## config.mk

```make
export PLATFORM = sky130hd
export DESIGN_NAME = ttrng_harvester
export DESIGN_NICKNAME = d
export VERILOG_FILES = /design/src/rtl/ttrng_harvester.sv
export SDC_FILE = /design/constraint.sdc
export NUM_CORES = 1
export LEC_CHECK = 0
export ABC_AREA = 1
export BUFFER_PORTS_ARGS = -buffer_cell sky130_fd_sc_hd__buf_2
export CORE_MARGIN = 2
export CORE_UTILIZATION = 39
export DETAILED_ROUTE_END_ITERATION = 12
export PLACE_DENSITY = 0.58
export SYNTH_ARGS = -nofsm -noshare
export SYNTH_HDL_FRONTEND = slang
export SYNTH_SLANG_ARGS = --single-unit
```

## constraint.sdc

```tcl
create_clock -name clk -period 1.8 [get_ports clk]
set_clock_uncertainty 0.15 [all_clocks]
set_input_delay 0.18 -clock clk [delete_from_list [all_inputs] [get_ports clk]]
set_output_delay 0.18 -clock clk [all_outputs]
set_load 0.01 [all_outputs]
```

## src/rtl/ttrng_harvester.sv

```systemverilog
// Entropy harvester for the latch-network TRNG: synchronises raw lines, XOR-combines,
// optionally von Neumann debiases, packs bits into words and runs a repetition-count test.
module ttrng_harvester #(
  parameter int CHANNELS    = 4,
  parameter int OUT_W       = 8,
  parameter int SYNC_STAGES = 2,
  parameter int REP_LIMIT   = 16
) (
  input  logic                clk,
  input  logic                rst_n,
  input  logic                ena,
  input  logic [CHANNELS-1:0] raw_in,
  input  logic                debias_en,
  input  logic                rd_req,
  output logic [OUT_W-1:0]    out_data,
  output logic                out_valid,
  output logic                health_fail
);

  localparam int CW = $clog2(OUT_W);
  localparam logic [CW-1:0] LAST_BIT = CW'(OUT_W - 1);
  localparam logic [7:0]    REP_MAX  = 8'(REP_LIMIT);

  typedef enum logic {VN_IDLE, VN_HAVE_FIRST} vn_state_t;

  logic [CHANNELS-1:0] sync_reg [SYNC_STAGES];

  genvar gi;
  generate
    for (gi = 0; gi < SYNC_STAGES; gi++) begin : g_sync
      always_ff @(posedge clk) begin
        if (!rst_n) sync_reg[gi] <= '0;
        else if (gi == 0) sync_reg[gi] <= raw_in;
        else sync_reg[gi] <= sync_reg[(gi == 0) ? 0 : gi - 1];
      end
    end
  endgenerate

  logic c_bit;
  logic sample;
  assign c_bit  = ^sync_reg[SYNC_STAGES-1];
  assign sample = ena & ~health_fail;

  // Repetition-count health test on the combined bit, ahead of debiasing
  logic       last_reg;
  logic [7:0] rep_reg;
  logic [7:0] rep_next;
  logic       trip;

  always_comb begin
    rep_next = 8'd1;
    if (c_bit == last_reg) rep_next = (rep_reg == REP_MAX) ? REP_MAX : rep_reg + 8'd1;
  end
  assign trip = sample && (rep_next == REP_MAX);

  always_ff @(posedge clk) begin
    if (!rst_n) begin
      last_reg <= 1'b0;
      rep_reg  <= '0;
    end else if (sample) begin
      last_reg <= c_bit;
      rep_reg  <= rep_next;
    end
  end

  // Von Neumann pairing; a mode change abandons any half-collected pair
  vn_state_t vn_state_reg, vn_state_next;
  logic      first_reg, first_next;
  logic      debias_prev_reg;
  logic      vn_accept;

  always_comb begin
    vn_state_next = vn_state_reg;
    first_next    = first_reg;
    vn_accept     = 1'b0;
    if (debias_en != debias_prev_reg) begin
      vn_state_next = VN_IDLE;
    end else if (sample && debias_en) begin
      case (vn_state_reg)
        VN_IDLE: begin
          vn_state_next = VN_HAVE_FIRST;
          first_next    = c_bit;
        end
        default: begin
          vn_state_next = VN_IDLE;
          vn_accept     = (c_bit != first_reg);
        end
      endcase
    end
  end

  always_ff @(posedge clk) begin
    if (!rst_n) begin
      vn_state_reg    <= VN_IDLE;
      first_reg       <= 1'b0;
      debias_prev_reg <= 1'b0;
    end else begin
      vn_state_reg    <= vn_state_next;
      first_reg       <= first_next;
      debias_prev_reg <= debias_en;
    end
  end

  logic accept;
  logic acc_bit;
  assign accept  = sample && !trip && (debias_en ? vn_accept : 1'b1);
  assign acc_bit = debias_en ? first_reg : c_bit;

  // Packing; a completed word that cannot load parks its last bit in pend_reg
  logic [OUT_W-2:0] shreg_reg;
  logic [CW-1:0]    bit_cnt_reg;
  logic             pend_reg;
  logic             pend_bit_reg;
  logic [OUT_W-1:0] word_new;
  logic [OUT_W-1:0] word_pend;
  logic             word_done;
  logic             load_new;
  logic             load_pend;

  assign word_new  = {shreg_reg, acc_bit};
  assign word_pend = {shreg_reg, pend_bit_reg};
  assign word_done = accept && !pend_reg && (bit_cnt_reg == LAST_BIT);
  assign load_new  = word_done && (!out_valid || rd_req);
  assign load_pend = pend_reg && rd_req && !health_fail;

  always_ff @(posedge clk) begin
    if (!rst_n) begin
      shreg_reg    <= '0;
      bit_cnt_reg  <= '0;
      pend_reg     <= 1'b0;
      pend_bit_reg <= 1'b0;
      out_data     <= '0;
      out_valid    <= 1'b0;
      health_fail  <= 1'b0;
    end else if (trip) begin
      health_fail <= 1'b1;
      out_valid   <= 1'b0;
    end else if (!health_fail) begin
      if (load_pend) begin
        out_data    <= word_pend;
        out_valid   <= 1'b1;
        bit_cnt_reg <= '0;
        pend_reg    <= 1'b0;
      end else if (load_new) begin
        out_data    <= word_new;
        out_valid   <= 1'b1;
        bit_cnt_reg <= '0;
        shreg_reg   <= word_new[OUT_W-2:0];
      end else begin
        if (rd_req && out_valid) out_valid <= 1'b0;
        if (word_done) begin
          pend_reg     <= 1'b1;
          pend_bit_reg <= acc_bit;
        end else if (accept && !pend_reg) begin
          shreg_reg   <= word_new[OUT_W-2:0];
          bit_cnt_reg <= bit_cnt_reg + 1'b1;
        end
      end
    end
  end

endmodule
```

---- Yosys cells after proc, flatten, opt, wreduce, memory -nomap -nowiden ----
Memory sizes are Yosys's and may differ from the RTL's.
Cells that the tools add are included.
storage, ports and cells
  memories kept ........................... 1
  word-level logic and storage cells ...... 91
  bits in writable memories ............... 8
  output and inout bits ................... 10
  register bits ........................... 34
  input port bits ......................... 9
operators by class
  add/subtract/negate cells ............... 2
  mux-type cells .......................... 27
  bitwise gates (word level) .............. 10
  equality and inequality tests ........... 9
  reductions and logical operators ........ 30
memory list
  memory    depth  bits a word  rd ports  clocked after memory_dff  wr ports  RTL line  RTL
  sync_reg  2      4            2         0                         2         26        logic [CHANNELS-1:0] sync_reg [SYNC_STAGES];
operators by type and width
  operator                                                                 count
  8-bit two-way mux                                                        4
  7-bit two-way mux                                                        3
  8-bit by 5-bit == test with 1-bit output, second input constant          2
  1-bit two-way mux                                                        14
  3-bit two-way mux                                                        4
  1-bit logical AND                                                        10
  5-bit AND reduction                                                      2
  8-bit by 1-bit adder with 8-bit output, second input constant            1
  4-bit two-way mux                                                        2
  4-bit AND reduction                                                      2
  1-bit NOT                                                                7
  3-bit AND reduction                                                      2
  2-bit nonzero test                                                       3
  3-bit nonzero test                                                       2
  1-bit logical NOT                                                        4
  2-bit by 1-bit inequality test with 1-bit output, second input constant  2
  2-bit OR reduction                                                       2
  4-bit parity                                                             1
  3-bit by 1-bit adder with 3-bit output, second input constant            1
  3-bit == test, second input constant                                     1
  3-bit by 1-bit inequality test with 1-bit output, second input constant  1
  1-bit inequality test                                                    2
  1-bit OR                                                                 2
  2-bit AND reduction                                                      1
  other kinds (3)                                                          3

---- Depth between registers and ports, before layout ----
  word-level depth ........................ 13
  gate-level depth with buffers ........... 15
  depth with buffers taken out ............ 15

---- Least setup slack after synthesis ----
OpenSTA, ideal clock, no wires.
  kind .................................... reg2reg
  start point ............................. register rep_reg[0]
  end point ............................... register shreg_reg[3]
  stages on the path, launching flop included .. 14
  setup time .............................. 0.112 ns
  arrival ................................. 1.740 ns
  slack ................................... -0.202 ns
  clock period less this slack ............ 2.002 ns
  buffers on the path ..................... 1
  required time ........................... 1.538 ns
  cells stage by stage .................... dfxtp_1 -> ha_1 -> nand3_1 -> nor2_1 -> xor2_1 -> nand3_1 -> clkinv_1 -> nand3_2 -> and2_4 -> o21ai_4 -> buf_12 -> nand2_1 -> nand2_1 -> nor2_2
on the way
  cells in the longest elaborated chain, start to end .. 13
  elaborated cells between the ends (all ways) .. 17
  classes of those cells .................. 1 x add/sub; 3 x eq/ne; 3 x mux; 1 x bitwise; 9 x reduce/logical
ends and longest elaborated chain
  what                                                                                                            RTL line  RTL
  start: declaration                                                                                              46        logic [7:0] rep_reg;
  start signal: assignment                                                                                        62        rep_reg <= rep_next;
  8-bit by 1-bit adder with 8-bit output / 8-bit by 5-bit == test with 1-bit output (equally long branches)       52        if (c_bit == last_reg) rep_next = (rep_reg == REP_MAX) ? REP_MAX : rep_reg + 8'd1;
  8-bit two-way mux (*) (2 in a row)                                                                              52
  8-bit by 5-bit == test with 1-bit output (*)                                                                    54        assign trip = sample && (rep_next == REP_MAX);
  1-bit logical AND (*)                                                                                           54
  1-bit logical NOT                                                                                               106       assign accept = sample && !trip && (debias_en ? vn_accept : 1'b1);
  1-bit logical AND (2 in a row)                                                                                  106
  1-bit logical AND                                                                                               122, 154
  1-bit logical AND                                                                                               122       assign word_done = accept && !pend_reg && (bit_cnt_reg == LAST_BIT);
  1-bit logical AND                                                                                               123       assign load_new = word_done && (!out_valid || rd_req);
  2-bit by 1-bit inequality test with 1-bit output (no source line) / 2-bit nonzero test (equally long branches)  n/a
  5-bit AND reduction (no source line)                                                                            n/a
  end signal: assignment                                                                                          148       shreg_reg <= word_new[OUT_W-2:0];
  end signal: assignment                                                                                          155       shreg_reg <= word_new[OUT_W-2:0];
  end: declaration                                                                                                110       logic [OUT_W-2:0] shreg_reg;
Every way passes the cells marked *; elsewhere a longest branch is shown, timed or not.
A chain may end at the register's enable or synchronous reset.

---- Final worst setup path ----
  start point ............................. register rep_reg[0]
  end point ............................... register shreg_reg[2]
The elaborated chain is that of the path after synthesis.

==> summary.md <==
| Metric | Value |
|---|---|
| Status | finished, violations left |
| Violated checks | negative setup slack |
| Comb pwr share | 17.6% |
| Final Hold Fails | 0 |
| Peak VDD IR | 0.448 mV |
| Final min period | 2.05 ns |
| Slew @ Worst Pin | 0.389 ns |
| Final setup fails | 22 |
| CTS tree | yes |
| Cells along the critical path | ha_4 > nand3_4 > nor2_4 > xor2_2 > nand3_1 > clkinv_2 > nand3_2 > and2_4 > o21ai_4 > buf_12 > buf_6 > nor2_2 > nor2_1 |
| Synth area leaders | dfxtp_1, nand2_1, inv_1 |
| Starting density of the core | 41.0% |
| Place WS | -0.371 ns |
| Clock Latency Late Sink | 0.29 ns |
| Sequential power share | 51.4% |
| PD cells | 683 nW/um^2 |
| Area grow syn2layout | 34.9% |
| Switching Share | 28.0% |
| Largest net degree at the start of global routing | 24 |
| Max-cap viol count | 0 |
| Netlist cell types | 32 |
| Mean area per synthesized cell | 6.90 um^2 |
| Sequential cell area fraction in the yosys report | 39.7% |
| Num CTS Buffers | 5 |
| Commonest register cell after synthesis | dfxtp_1 |
| Total power | 0.00195 W |
| Core area | 5170 um^2 |
| Routed WL | 4.47 mm |
| Leakage | 1.40 nW |
| Final worst-path cycle share | 114% |
| Async SR Flop Fraction | 0% |
| Reg clk slew, reported paths | 0.08 ns |
| Clk sinks | 42 |
| Number of global-route vias before repair | 1855 |
| Residual DRC | 0 |
| Inst Count DP | 423 |
| RSZ-0062 raised after global routing | true |
| CTS root buf | clkbuf_8 |
| Final Wtd Congestion | 0.834 |
| Grt total ovfl | 0 |
| Die width | 77.7 um |
| WP buf/inv | 3 |
| Delay-heaviest family, CP | simple AND/OR/NAND/NOR gates |
| Top Ports | 19 |
| Row cnt | 26 |
| Final ANT Viol Nets | 0 |
| Worst setup path class | flip-flop to flip-flop |
| Mapped Cells | 307 |
| Setup TNS | -4.02 ns |
| Maximum clock rate | 488 MHz |
| Slowest-stage cell, CP | dfxtp_4 |
| CP required | 1.88 ns |
| Number of port buffers | 18 |
| Post-layout instance area | 2860 um^2 |
| Via count | 1954 |
| Fraction of layout cells with a size suffix above 1 | 33.7% |
| Final Slew Violations | 0 |
| N_diodes | 0 |
| Clock Path Buffers | 2 |
| Area after DPL | 2550 um^2 |
| Clock H-tree levels | 2 |
| CP Launch Type | flip-flop |
| CP Capture Type | flip-flop |
| Post-synth top area share | 39.7% |
| Largest stage delay, worst path | 0.39 ns |
| P_int | 0.00140 W |
| Top-count cell post-synth | nand2_1 |
| Post-DR wirelength/cell | 10.1 um |
| Hpwl dp | 3.07 mm |
| PnR worst setup slack | -0.249 ns |
| First-pass GRT wire length | 8.04 mm |
| P_sw | 0.000546 W |
| Cell Area, Synth | 2120 um^2 |
| Nets@finish | 383 |
| Final non-filler cell total | 441 |
| Slew margin rel. | 74.0% |
| Net count after synthesis | 320 |
| Clk pwr share | 31.0% |
| Gr usage total | 16.1% |
| Critical-path maximum fanout | 6 |
| EDFF count, synth | 0 |
| Largest area contributor in the netlist | dfxtp_1 |
| DIE AREA | 6040 um^2 |
| Critical path arrival | 2.13 ns |
| Vias/cell | 4.43 |
| Initial antenna violation count | 0 |
| Most frequent cells after synthesis | nand2_1, inv_1, dfxtp_1, nor2_1, nand3_1 |
| Drt pass-1 iters | 4 |
| Synth Warn # | 0 |
| Synthesis-stage register bit count | 42 |
| Fillers | 506 |
| Die Height | 77.7 um |
| Hold Crit Class | primary input to flip-flop |
| Iter 0 DRT Violations | 102 |
cell usage in the layout, fill, tap and decap left out, drive strengths merged:
cell type     n
nand3        23
nor2         41
a21oi        15
nor3          2
buf          60
a31oi         3
clkinv        3
nand4         4
nand2        86
dlygate4sd3   4
dfxtp        42
ha            4
inv          53
a211oi        5
clkbuf        6
o211ai        1
a221oi        1
xnor2         2
o21ai        14
and2          1
xor2          1
routing by layer:
layer | up-vias | global-route usage (%) | wire length [um]
li1 | 1079 | - | -
met1 | 836 | 22.1 | 2270
met2 | 33 | 25.6 | 1990
met3 | 6 | 3.26 | 168
met4 | 0 | 4.64 | 48
met5 | - | 0 | 0
worst reg2reg max path: cells and delay by family (launching register included):
family,cells,cell delay [ns]
fa+ha+maj,1,0.15
compound gates,1,0.10
buf+inv,3,0.32
xor+xnor,1,0.19
simple gates,7,0.70
flops,1,0.39
power by group through the flow:
stage	Combinational, W	Sequential (W)	Clock (W)
after global routing	0.000390	0.00101	0.000665
after global placement	0.000290	0.00102	0
after detailed placement	0.000292	0.00102	0
after CTS	0.000324	0.00100	0.000627
final	0.000344	0.00100	0.000604
after floorplan	0.000196	0.00102	0
timing repair:
item                                   4_1_cts  5_1_grt
hold buffers                                 4        0
pin swaps                                   10       10
setup buffers                                6        3
setup endpoints to repair                   22       23
cloned                                       1        0
endpoints found under the hold margin        4        0
gates resized for setup                     16       24
kinds of logic after synthesis:
group           synth area share, %
flops                          39.7
simple gates                   33.4
xor+xnor                       1.24
compound gates                 10.6
fa+ha+maj                      2.36
buf+inv                        12.7
final timing paths:
| check | from | to | slack [ns] | cells past startpoint |
|---|---|---|---|---|
| worst min register to register | sync_reg[0][1] | sync_reg[1][1] | 0.26 | 2 |
| worst min-delay path | debias_en | debias_prev_reg | 0.06 | 4 |
| worst max register to register | rep_reg[0] | shreg_reg[2] | -0.25 | 13 |
| worst max-delay path | rep_reg[0] | shreg_reg[2] | -0.25 | 13 |
metrics by stage:
step	util, %	hold slack (ns)
2_1_floorplan	-	0.123
3_3_place_gp	49.3	0.211
3_5_place_dp	49.3	0.215
4_1_cts	53.7	0.0453
5_1_grt	55.2	0.0614
6_report	55.2	0.0552
layout make-up:
cell class | instances | area (um^2) | share of cell area, %
flip-flops and latches | 42 | 856 | 29.9
repair buffers | 64 | 489 | 17.1
inverters | 54 | 204 | 7.14
clock inverters | 2 | 13.8 | 0.482
clock buffers | 6 | 72.6 | 2.54
multi-input cells | 203 | 1130 | 39.7
well taps | 70 | 87.6 | 3.06
(Power assumes the default switching activity.)
